[src/rtl/iobus_arbiter.sv]
// Two-master round-robin arbiter for the shared IOBUS: REQ/ACK handshake per master,
// fixed settle window of WAIT_CYCLES extra bus cycles per transaction.
module iobus_arbiter #(
    parameter int WAIT_CYCLES = 0
) (
    input  logic        i_clk,
    input  logic        i_rst_n,

    input  logic        i_m0_req,
    input  logic        i_m0_we,
    input  logic [31:0] i_m0_addr,
    input  logic [31:0] i_m0_wdata,
    output logic [31:0] o_m0_rdata,
    output logic        o_m0_ack,

    input  logic        i_m1_req,
    input  logic        i_m1_we,
    input  logic [31:0] i_m1_addr,
    input  logic [31:0] i_m1_wdata,
    output logic [31:0] o_m1_rdata,
    output logic        o_m1_ack,

    output logic [31:0] o_io_addr,
    output logic [31:0] o_io_wdata,
    output logic        o_io_wr,
    input  logic [31:0] i_io_rdata,
    output logic        o_busy
);

    localparam logic [1:0] ST_IDLE   = 2'd0;
    localparam logic [1:0] ST_ACCESS = 2'd1;
    localparam logic [1:0] ST_RESP   = 2'd2;
    localparam logic [3:0] C_WAIT    = 4'(WAIT_CYCLES);

    logic [1:0]  r_state;
    logic [3:0]  r_cnt;
    logic        r_win;
    logic        r_we;
    logic        r_last_gnt;
    logic [31:0] r_io_addr;
    logic [31:0] r_io_wdata;
    logic [31:0] r_m0_rdata;
    logic [31:0] r_m1_rdata;

    logic        w_any_req;
    logic        w_win;
    logic        w_we;
    logic [31:0] w_addr;
    logic [31:0] w_wdata;

    // On a tie the master that was not granted last wins.
    always_comb begin
        w_any_req = i_m0_req | i_m1_req;
        if (i_m0_req && i_m1_req) begin
            w_win = ~r_last_gnt;
        end else begin
            w_win = i_m1_req;
        end
        w_we    = w_win ? i_m1_we    : i_m0_we;
        w_addr  = w_win ? i_m1_addr  : i_m0_addr;
        w_wdata = w_win ? i_m1_wdata : i_m0_wdata;
    end

    always_ff @(posedge i_clk or negedge i_rst_n) begin
        if (!i_rst_n) begin
            r_state    <= ST_IDLE;
            r_cnt      <= 4'd0;
            r_win      <= 1'b0;
            r_we       <= 1'b0;
            r_last_gnt <= 1'b1;
            r_io_addr  <= 32'd0;
            r_io_wdata <= 32'd0;
            r_m0_rdata <= 32'd0;
            r_m1_rdata <= 32'd0;
        end else begin
            case (r_state)
                ST_IDLE: begin
                    if (w_any_req) begin
                        r_state    <= ST_ACCESS;
                        r_win      <= w_win;
                        r_last_gnt <= w_win;
                        r_we       <= w_we;
                        r_io_addr  <= w_addr;
                        r_io_wdata <= w_wdata;
                        r_cnt      <= C_WAIT;
                    end
                end
                ST_ACCESS: begin
                    if (r_cnt != 4'd0) begin
                        r_cnt <= r_cnt - 4'd1;
                    end else begin
                        r_state <= ST_RESP;
                        // Read data is taken from the peripheral decode on the last access cycle.
                        if (!r_we) begin
                            if (r_win) begin
                                r_m1_rdata <= i_io_rdata;
                            end else begin
                                r_m0_rdata <= i_io_rdata;
                            end
                        end
                    end
                end
                ST_RESP: begin
                    r_state <= ST_IDLE;
                end
                default: begin
                    r_state <= ST_IDLE;
                end
            endcase
        end
    end

    assign o_io_addr  = r_io_addr;
    assign o_io_wdata = r_io_wdata;
    assign o_io_wr    = (r_state == ST_ACCESS) && (r_cnt == 4'd0) && r_we;
    assign o_m0_ack   = (r_state == ST_RESP) && !r_win;
    assign o_m1_ack   = (r_state == ST_RESP) && r_win;
    assign o_m0_rdata = r_m0_rdata;
    assign o_m1_rdata = r_m1_rdata;
    assign o_busy     = (r_state != ST_IDLE);

endmodule

[config.mk]
export PLATFORM = sky130hd
export DESIGN_NAME = iobus_arbiter
export DESIGN_NICKNAME = d
export VERILOG_FILES = /design/src/rtl/iobus_arbiter.sv
export SDC_FILE = /design/constraint.sdc
export NUM_CORES = 1
export LEC_CHECK = 0
export ABC_AREA = 1
export CORE_AREA = 2 2 115 117
export CTS_BUF_LIST = sky130_fd_sc_hd__clkbuf_2
export DETAILED_ROUTE_END_ITERATION = 7
export DIE_AREA = 0 0 117 119
export DONT_BUFFER_PORTS = 1
export MAX_ROUTING_LAYER = met4
export PLACE_DENSITY = 0.68
export SLEW_MARGIN = 15
export SYNTH_ARGS = -nofsm -noshare
export SYNTH_HDL_FRONTEND = slang
export SYNTH_SLANG_ARGS = --single-unit
[constraint.sdc]
create_clock -name i_clk -period 1.4 [get_ports i_clk]
set_input_delay 0.35 -clock i_clk [delete_from_list [all_inputs] [get_ports i_clk]]
set_output_delay 0.35 -clock i_clk [all_outputs]
set_load 0.005 [all_outputs]
Word-level counts from Yosys, hierarchy flattened
Index checks and enable logic that the tools add are counted.
- register bits after elaboration: 137
- bits in latches: 0
- RAM bits: 0
- memory bits (read-only): 0
- input port bits: 166
- output and inout bits: 132
- word-level logic and storage cells: 46
- memories: 0
- $add $sub $neg: 1
- $mul: 0
- divide/modulo/power cells: 0
- $lt $le $gt $ge: 0
- equal/unequal tests: 5
- shifts and indexed selects: 0
- muxes and demuxes: 10
- bitwise logic cells: 5
- reduce and logical (&&, ||, !) cells: 16
- operator list (operator ; count):
    $mux 32 ; 2
    $mux 4 ; 2
    $pmux 4 s2 ; 1
    $reduce_and 4->1 ; 2
    $ne 2x2->1 const B ; 3
    $logic_and 1x1->1 ; 5
    $logic_not 4->1 ; 1
    $mux 2 ; 2
    $not 1->1 ; 4
    $pmux 2 s2 ; 1
    $reduce_and 2->1 ; 2
    $reduce_bool 2->1 ; 2
    $reduce_bool 4->1 ; 1
    $sub 4x1->4 const B ; 1
    $reduce_and 3->1 ; 1
    $eq 2x1->1 const B ; 1
    $eq 2x2->1 const B ; 1
    $logic_not 2->1 ; 1
    $mux 1 ; 2
    $logic_not 1->1 ; 1
    $or 1x1->1 ; 1

Depth between registers and ports, before layout
Gate-level depths: netlist of run 1.
- depth after elaboration: 3
- gate-level depth with buffers: 8
- mapped depth without buffers: 7

Least setup slack after synthesis of run 1
No wires, ideal clock.
- path kind: flip-flop to flip-flop
- start point: register r_cnt[0]
- end point: register r_m0_rdata[10], in the netlist o_m0_rdata[10]
- setup time: 117 ps
- data arrival time: 1297 ps
- data required time: 1283 ps
- setup slack: -14 ps
- cell stages (with the launch flop): 9
- buffers on the path: 1
- period minus slack after synthesis: 1414 ps
- cell sequence: dfrtp_1 inv_1 ha_1 nand2_2 nor2_4 nand2_1 buf_2 nand2_1 nand2_1
- word-level cells in the longest chain between the ends: 3
- RTL lines (what ; line ; source):
    start: declaration ; 36 ; logic [3:0] r_cnt;
    start signal: assignment ; 90 ; r_cnt <= r_cnt - 4'd1;
    $reduce_bool 4->1 ; 89 ; if (r_cnt != 4'd0) begin
    $not 1->1 (no source line) ; n/a ;
    $reduce_and 4->1 (no source line) ; n/a ;
    end signal: assignment ; 98 ; r_m0_rdata <= i_io_rdata;
    end: declaration ; 42 ; logic [31:0] r_m0_rdata;
Every way passes these cells.
A chain may end at the register's enable or synchronous reset.

Final worst setup path of run 1
- start point: register r_state[1]
- end point: output o_io_wr
- word-level cells in the longest chain between the ends: 3
- RTL lines (what ; line ; source):
    start: declaration ; 35 ; logic [1:0] r_state;
    start signal: assignment ; 66 ; r_state <= ST_IDLE;
    start signal: assignment ; 79 ; r_state <= ST_ACCESS;
    start signal: assignment ; 92 ; r_state <= ST_RESP;
    $eq 2x1->1 ; 115 ; assign o_io_wr = (r_state == ST_ACCESS) && (r_cnt == 4'd0) && r_we;
    $logic_and 1x1->1 (2 in series) ; 115 ;
    end: declaration ; 25 ; output logic o_io_wr,
Every way passes these cells.

==> out/qor.txt, run 1 <==
GRT met2 Usage: 48.7%
Hold WS: -0.719 ns
DPL Wire Length: 11100 µm
Most common cell after layout, fill and taps aside: dlygate4sd3_1
WP data required: 1.05 ns
Pin count of the biggest net entering global routing: 138
Post-layout minimum cycle time: 2.06 ns
Setup violators final: 265
Cell Area, Synth: 5810 µm²
CTS root buffer: clkbuf_2
Clock Pin Slew Worst Setup and Hold Paths: 0.20 ns
CP max FO: 5
Worst setup margin: -0.657 ns
Synth cell types: 24
Compound-cell area share of the yosys netlist: 11.8%
Sequential area share after synthesis: 59.0%
Pins Over Slew Limit: 0
Post-Synth XOR/XNOR Area: 0%
Adder-cell share of the synthesized area: 0.215%
Final clock skew: 0.0292 ns
Mux cell area share after synthesis: 0%
Synth Flop Type: dfrtp_1
Max VDD drop: 0.000907 V
CTS tree: done
Startpoint Class: register
Die Span X: 117 µm
Crit-path max cell delay: 0.47 ns
Crit path depth: 4
Reg2Reg Depth: 12
Crit path cell chain: inv_2 -> nand2_4 -> nor3_2 -> buf_4
Critical Path Sink Type: output pin
Most frequent cells in the layout: 164 x dlygate4sd3_1, 142 x nand2_1, 128 x dfrtp_1
Overall via count from detail_route: 6179
Clk Latency, worst-skew pair: 0.72 ns
DRC Markers: 0
Row count: 42
Ranking of synthesized cells by area: dfrtp_1 59%, nand2_1 15%, o21ai_0 6.2%
Initial antenna violation count: 1
Hold buffer count at CTS: 164
Hold Fails Final Rpt: 137
Post-synth EDFFs: 0
Post-DR wirelength/cell: 21.3 µm
CORE AREA: 12900 µm²
First DRT Iteration DRCs: 664
Ys async rst share: 100%
Pre-Repair DR Iteration Count: 5
Met1 Usage GRT: 33.7%
Status: finished, violations left
Slowest CP cell: dfrtp_1
Drt total wl: 22600 µm
Violated checks: hold timing, setup timing
Worst-margin pin slew: 0.494 ns
Clock buffer depth: 2
Data arrival, critical path: 1.71 ns
Relative slew margins: 67.1%
Pleak: 0.00401 µW
Met3 Usage GRT: 7.58%
DR vias/cell: 5.81
Top Usage Layer GRT: met2
Design Area, Final: 8900 µm²
Worst Hold Class: input port to async pin
Num ports: 298
Max Freq: 0.486 GHz
Total CTS buffers: 17
RSZ-0062 raised after global routing: true
Main combinational cell family by area after synthesis: simple AND/OR/NAND/NOR gates
Gr usage total: 30.4%
Fill count: 824
P&R area growth vs syn: 53.1%
Net Count, Synth: 851
Register area: 3440 µm²
Maxcap violations: 0
Remaining Overflow, GRT: 0
DP Area: 6050 µm²
First-pass GRT wire length: 31400 µm
Post-synth top area share: 58.5%
Area leader, netlist: dfrtp_1
Sink Count: 137
H-tree levels: 4
Vias in the first global route: 6009
Routability cong.: 0.841
Critical path class: register to output pin
Period utilization: 147%
Nets: 1040
Syn avg cell area: 8.50 µm²
DIE AREA: 13900 µm²
Final ANT Viol Nets: 0
Reg-to-Reg Start: r_cnt[0]
Post-Synth Simple-Gate Area: 24.4%
R2R Setup Slk: -0.47 ns
Worst R2R End: o_m1_rdata[13]
Share of layout cells above drive strength 1: 23.7%
Synthesized netlist cell count: 684
Power Dens Cells: 2040 nW/µm²
Synth warn: 0
Initial Utilization: 45.2%
Critical path's top delay family: flip-flops
Die Y: 119 µm
WP buf/inv: 2
Footprint of the multi-input gates: 2660 µm²
Yosys reg bits: 137
Number of port buffers: 0
## worst register-to-register path, delay by kind of cell (launching register included)
kind	cells	cell delay, ns
flip-flops	1	0.43
buffers and inverters	6	0.78
AND/OR/NAND/NOR	5	0.42
adder cells (fa/ha/maj)	1	0.15
## power by group
part / switching [µW] / total, µW / internal (µW) / leakage [µW]
Clock: 1490 / 2120 / 633 / 0.000121
Sequential: 2400 / 8350 / 5950 / 0.00166
Combinational: 4180 / 7730 / 3540 / 0.00223
## synth_stat cells, types with 2 or more instances
library cell and instances:
buf_2 21, buf_4 4, buf_6 3, clkbuf_1 13, clkbuf_2 2, dfrtp_1 136
inv_1 8, inv_2 3, nand2_1 240, nand2_2 2, nand3_1 34, nor2_1 72
nor3_1 3, o21ai_0 72, o21ai_1 62
## layer usage
layer,part of all wire (%),vias to the layer above
met5,0,-
met2,49,501
met4,6.8,0
met3,9.9,153
met1,34,2927
li1,-,2598
## stage by stage
stage / power (µW) / utilization, % / worst slack [ns] / setup TNS [ns] / instances
after floorplan: 10800 / - / -0.00725 / -0.228 / 684
after global placement: 12100 / 47.0 / -0.0130 / -0.0976 / 835
after detailed placement: 12500 / 47.0 / -0.109 / -3.51 / 835
after CTS: 16000 / 64.5 / -0.732 / -44.15 / 1050
after global routing: 19200 / 69.1 / -0.752 / -71.88 / 1063
final: 18200 / 69.1 / -0.657 / -52.24 / 1063
## cell families (layout without fill, tap and decap cells)
family | after synthesis | after routing
AOI/OAI and AO/OA | 136 | 136
buffers and inverters | 54 | 256
adders and majority gates | 1 | 1
and+or+nand+nor | 356 | 356
other | 0 | 1
DFF | 137 | 137
## cell type report
cell class	instances	area share, %
Sequential cell	137	38.6
Multi-Input combinational cell	493	29.9
Timing Repair Buffer	213	26.2
Tap cell	176	2.47
Clock inverter	13	1.18
Clock buffer	19	1.07
Inverter	11	0.492
Antenna cell	1	0.0281
## timing repair
item,4_1_cts,5_1_grt
pin swaps,5,14
gates resized for setup,29,167
setup buffers,12,14
endpoints found under the hold margin,271,137
setup endpoints to repair,230,266
cloned,8,1
## flip-flops by register name (all words and copies together), names as in the netlist, 2 cells and up
signal,flops
r_cnt,4
o_m0_rdata,32
o_io_addr,32
r_state,2
o_m1_rdata,32
o_io_wdata,32
## worst max path at each step
stage | start | endpoint | slack [ns]
6_report | r_state[1] | o_io_wr | -0.66
5_1_grt | r_state[1] | o_io_wr | -0.75
4_1_cts | r_cnt[0] | o_io_wr | -0.73
3_5_place_dp | r_cnt[0] | o_m0_rdata[25] | -0.11
3_3_place_gp | r_cnt[0] | o_m0_rdata[14] | -0.01
2_1_floorplan | r_cnt[0] | o_m0_rdata[10] | -0.007
(Power assumes the default switching activity.)
==> run 2: changes to the inputs <==
--- a/config.mk
+++ b/config.mk
@@ -6,6 +6,7 @@
 export NUM_CORES = 1
 export LEC_CHECK = 0
 export ABC_AREA = 1
+export CAP_MARGIN = 20
 export CORE_AREA = 2 2 115 117
 export CTS_BUF_LIST = sky130_fd_sc_hd__clkbuf_2
 export DETAILED_ROUTE_END_ITERATION = 7
==> results of run 2 <==
Same layout as run 1: the final DEF is identical, and so are final timing and power.
==> run 3: changes to the inputs <==
--- a/config.mk
+++ b/config.mk
@@ -14,6 +14,7 @@
 export DONT_BUFFER_PORTS = 1
 export MAX_ROUTING_LAYER = met4
 export PLACE_DENSITY = 0.68
+export SKIP_CTS_REPAIR_TIMING = 1
 export SLEW_MARGIN = 15
 export SYNTH_ARGS = -nofsm -noshare
 export SYNTH_HDL_FRONTEND = slang
==> out/qor.txt, run 3 (synthesis results as in run 1) <==
Status: finished, violations left (unchanged)
Violated checks: hold timing, setup timing (unchanged)
Critical Path Sink Type: output pin (unchanged)
Reg2Reg Depth: 9 (was 12)
First DRT Iteration DRCs: 653 (was 664)
Worst R2R End: o_m1_rdata[3] (was o_m1_rdata[13])
P&R area growth vs syn: 48.8% (was 53.1%)
Setup violators final: 251 (was 265)
Hold WS: -0.676 ns (was -0.719 ns)
DRC Markers: 0 (unchanged)
Pin count of the biggest net entering global routing: 138 (unchanged)
Switch share: 44.2% (was 44.3%)
Reg-to-Reg Start: r_cnt[0] (unchanged)
Pins Over Slew Limit: 0 (unchanged)
Critical path's top delay family: flip-flops (unchanged)
Diodes inserted: 0 (was 1)
CP max FO: 3 (was 5)
Finished Core Util: 67.2% (was 69.1%)
CORE AREA: 12900 µm² (unchanged)
Post-DR wirelength/cell: 21.8 µm (was 21.3 µm)
Total CTS buffers: 17 (unchanged)
Pleak: 0.00401 µW (about the same)
Design Area, Final: 8650 µm² (was 8900 µm²)
Nets: 1040 (unchanged)
Number of port buffers: 0 (unchanged)
CTS root buffer: clkbuf_2 (unchanged)
Data arrival, critical path: 1.69 ns (was 1.71 ns)
Worst-margin pin slew: 0.444 ns (was 0.494 ns)
Setup TNS: -23.43 ns (was -52.24 ns)
Drt total wl: 23100 µm (was 22600 µm)
DIE AREA: 13900 µm² (unchanged)
Die Y: 119 µm (unchanged)
Clock Power Share: 12.1% (was 11.6%)
DR vias/cell: 5.82 (was 5.81)
Clock Pin Slew Worst Setup and Hold Paths: 0.21 ns (was 0.20 ns)
Fill count: 869 (was 824)
RSZ-0062 raised after global routing: true (unchanged)
WP data required: 1.05 ns (about the same)
Clock buffer depth: 2 (unchanged)
Routability cong.: 0.841 (unchanged)
Worst Hold Class: input port to async pin (unchanged)
Power Dens Cells: 2000 nW/µm² (was 2040 nW/µm²)
Final clock skew: 0.0233 ns (was 0.0292 ns)
R2R Setup Slk: -0.19 ns (was -0.47 ns)
Pre-Repair DR Iteration Count: 6 (was 5)
Initial antenna violation count: 0 (was 1)
Max Freq: 0.491 GHz (was 0.486 GHz)
Setup WS pre-CTS: -0.109 ns (unchanged)
Initial Utilization: 45.2% (unchanged)
Slowest CP cell: dfrtp_1 (unchanged)
Die Span X: 117 µm (unchanged)
Sequential power share: 46.0% (was 45.9%)
Cell internal pwr: 9660 µW (was 10100 µW)
Hold Fails Final Rpt: 137 (unchanged)
Comb power frac: 41.9% (was 42.5%)
DPL Wire Length: 11100 µm (unchanged)
DP Area: 6050 µm² (unchanged)
Crit-path max cell delay: 0.43 ns (was 0.47 ns)
H-tree levels: 4 (unchanged)
Most common cell after layout, fill and taps aside: nand2_1 (was dlygate4sd3_1)
Most frequent cells in the layout: 237 x nand2_1, 164 x dlygate4sd3_1, 133 x dfrtp_1 (was 164 x dlygate4sd3_1, 142 x nand2_1, 128 x dfrtp_1)
Startpoint Class: register (unchanged)
Max VDD drop: 0.000964 V (was 0.000907 V)
WP buf/inv: 2 (unchanged)
Maxcap violations: 0 (unchanged)
Gr usage total: 22.3% (was 30.4%)
Num ports: 298 (unchanged)
Switching pwr: 7640 µW (was 8060 µW)
Period utilization: 146% (was 147%)
Clk Latency, worst-skew pair: 0.68 ns (was 0.72 ns)
Crit path depth: 5 (was 4)
Overall via count from detail_route: 6178 (was 6179)
Crit path cell chain: inv_2 -> ha_4 -> nand2_4 -> nor3_2 -> buf_4 (was inv_2 -> nand2_4 -> nor3_2 -> buf_4)
CTS tree: done (unchanged)
First-pass GRT wire length: 23100 µm (was 31400 µm)
Final ANT Viol Nets: 0 (unchanged)
Post-layout minimum cycle time: 2.04 ns (was 2.06 ns)
Worst setup margin: -0.637 ns (was -0.657 ns)
Remaining Overflow, GRT: 0 (unchanged)
Vias in the first global route: 4355 (was 6009)
Critical path class: register to output pin (unchanged)
Share of layout cells above drive strength 1: 16.9% (was 23.7%)
Relative slew margins: 70.4% (was 67.1%)
Sink Count: 137 (unchanged)
Row count: 42 (unchanged)
-- run 3: cell types whose count changed in the layout (fill, tap and decap cells not counted), moves of 4 or more --
cell,change
dfrtp_2,-5
o21ai_0,-48
o21ai_4,+4
buf_16,-5
o21ai_2,+39
buf_4,-5
nand2_4,-37
o21ai_1,+5
nand2_2,-57
nand2_1,+95
clkbuf_16,+8
dfrtp_1,+5
-- run 3: per-stage QoR --
stage                     std cells  total power [µW]
after global routing           1062             18200
final                          1062             17300
after CTS                       867             14500
after floorplan                 684             10800
after detailed placement        835             12500
after global placement          835             12100
-- run 3: layer usage --
metal | up-vias | global-route usage, % | part of all wire [%]
met5 | - | - | 0
met4 | 0 | 10.1 | 8.1
met3 | 153 | 6.62 | 11
met2 | 563 | 35.0 | 47
met1 | 2877 | 26.2 | 34
li1 | 2585 | - | -
-- run 3: worst max path at each step --
stage,startpoint,end,slack [ns]
final,r_cnt[0],o_io_wr,-0.64
after global routing,r_cnt[1],o_io_wr,-0.80
after CTS,r_cnt[0],o_io_wr,-0.85
after detailed placement,r_cnt[0],o_m0_rdata[25],-0.11
after global placement,r_cnt[0],o_m0_rdata[14],-0.01
after floorplan,r_cnt[0],o_m0_rdata[10],-0.007
-- run 3: final cells by class --
cell class              instances  area, µm²  area share (%)
clock buffers                  19       95.1            1.10
clock inverters                13        105            1.21
inverters                      11       46.3           0.535
multi-input cells             493       2400            27.7
flip-flops and latches        137       3430            39.7
well taps                     176        220            2.55
repair buffers                213       2350            27.2
-- run 3: power by group through the flow --
stage	Sequential, µW	Combinational (µW)	Clock [µW]
after CTS	7780	4600	2150
after detailed placement	7880	4600	0
final	7960	7240	2100
after global routing	8090	7780	2350
after global placement	7800	4310	0
after floorplan	7190	3560	0
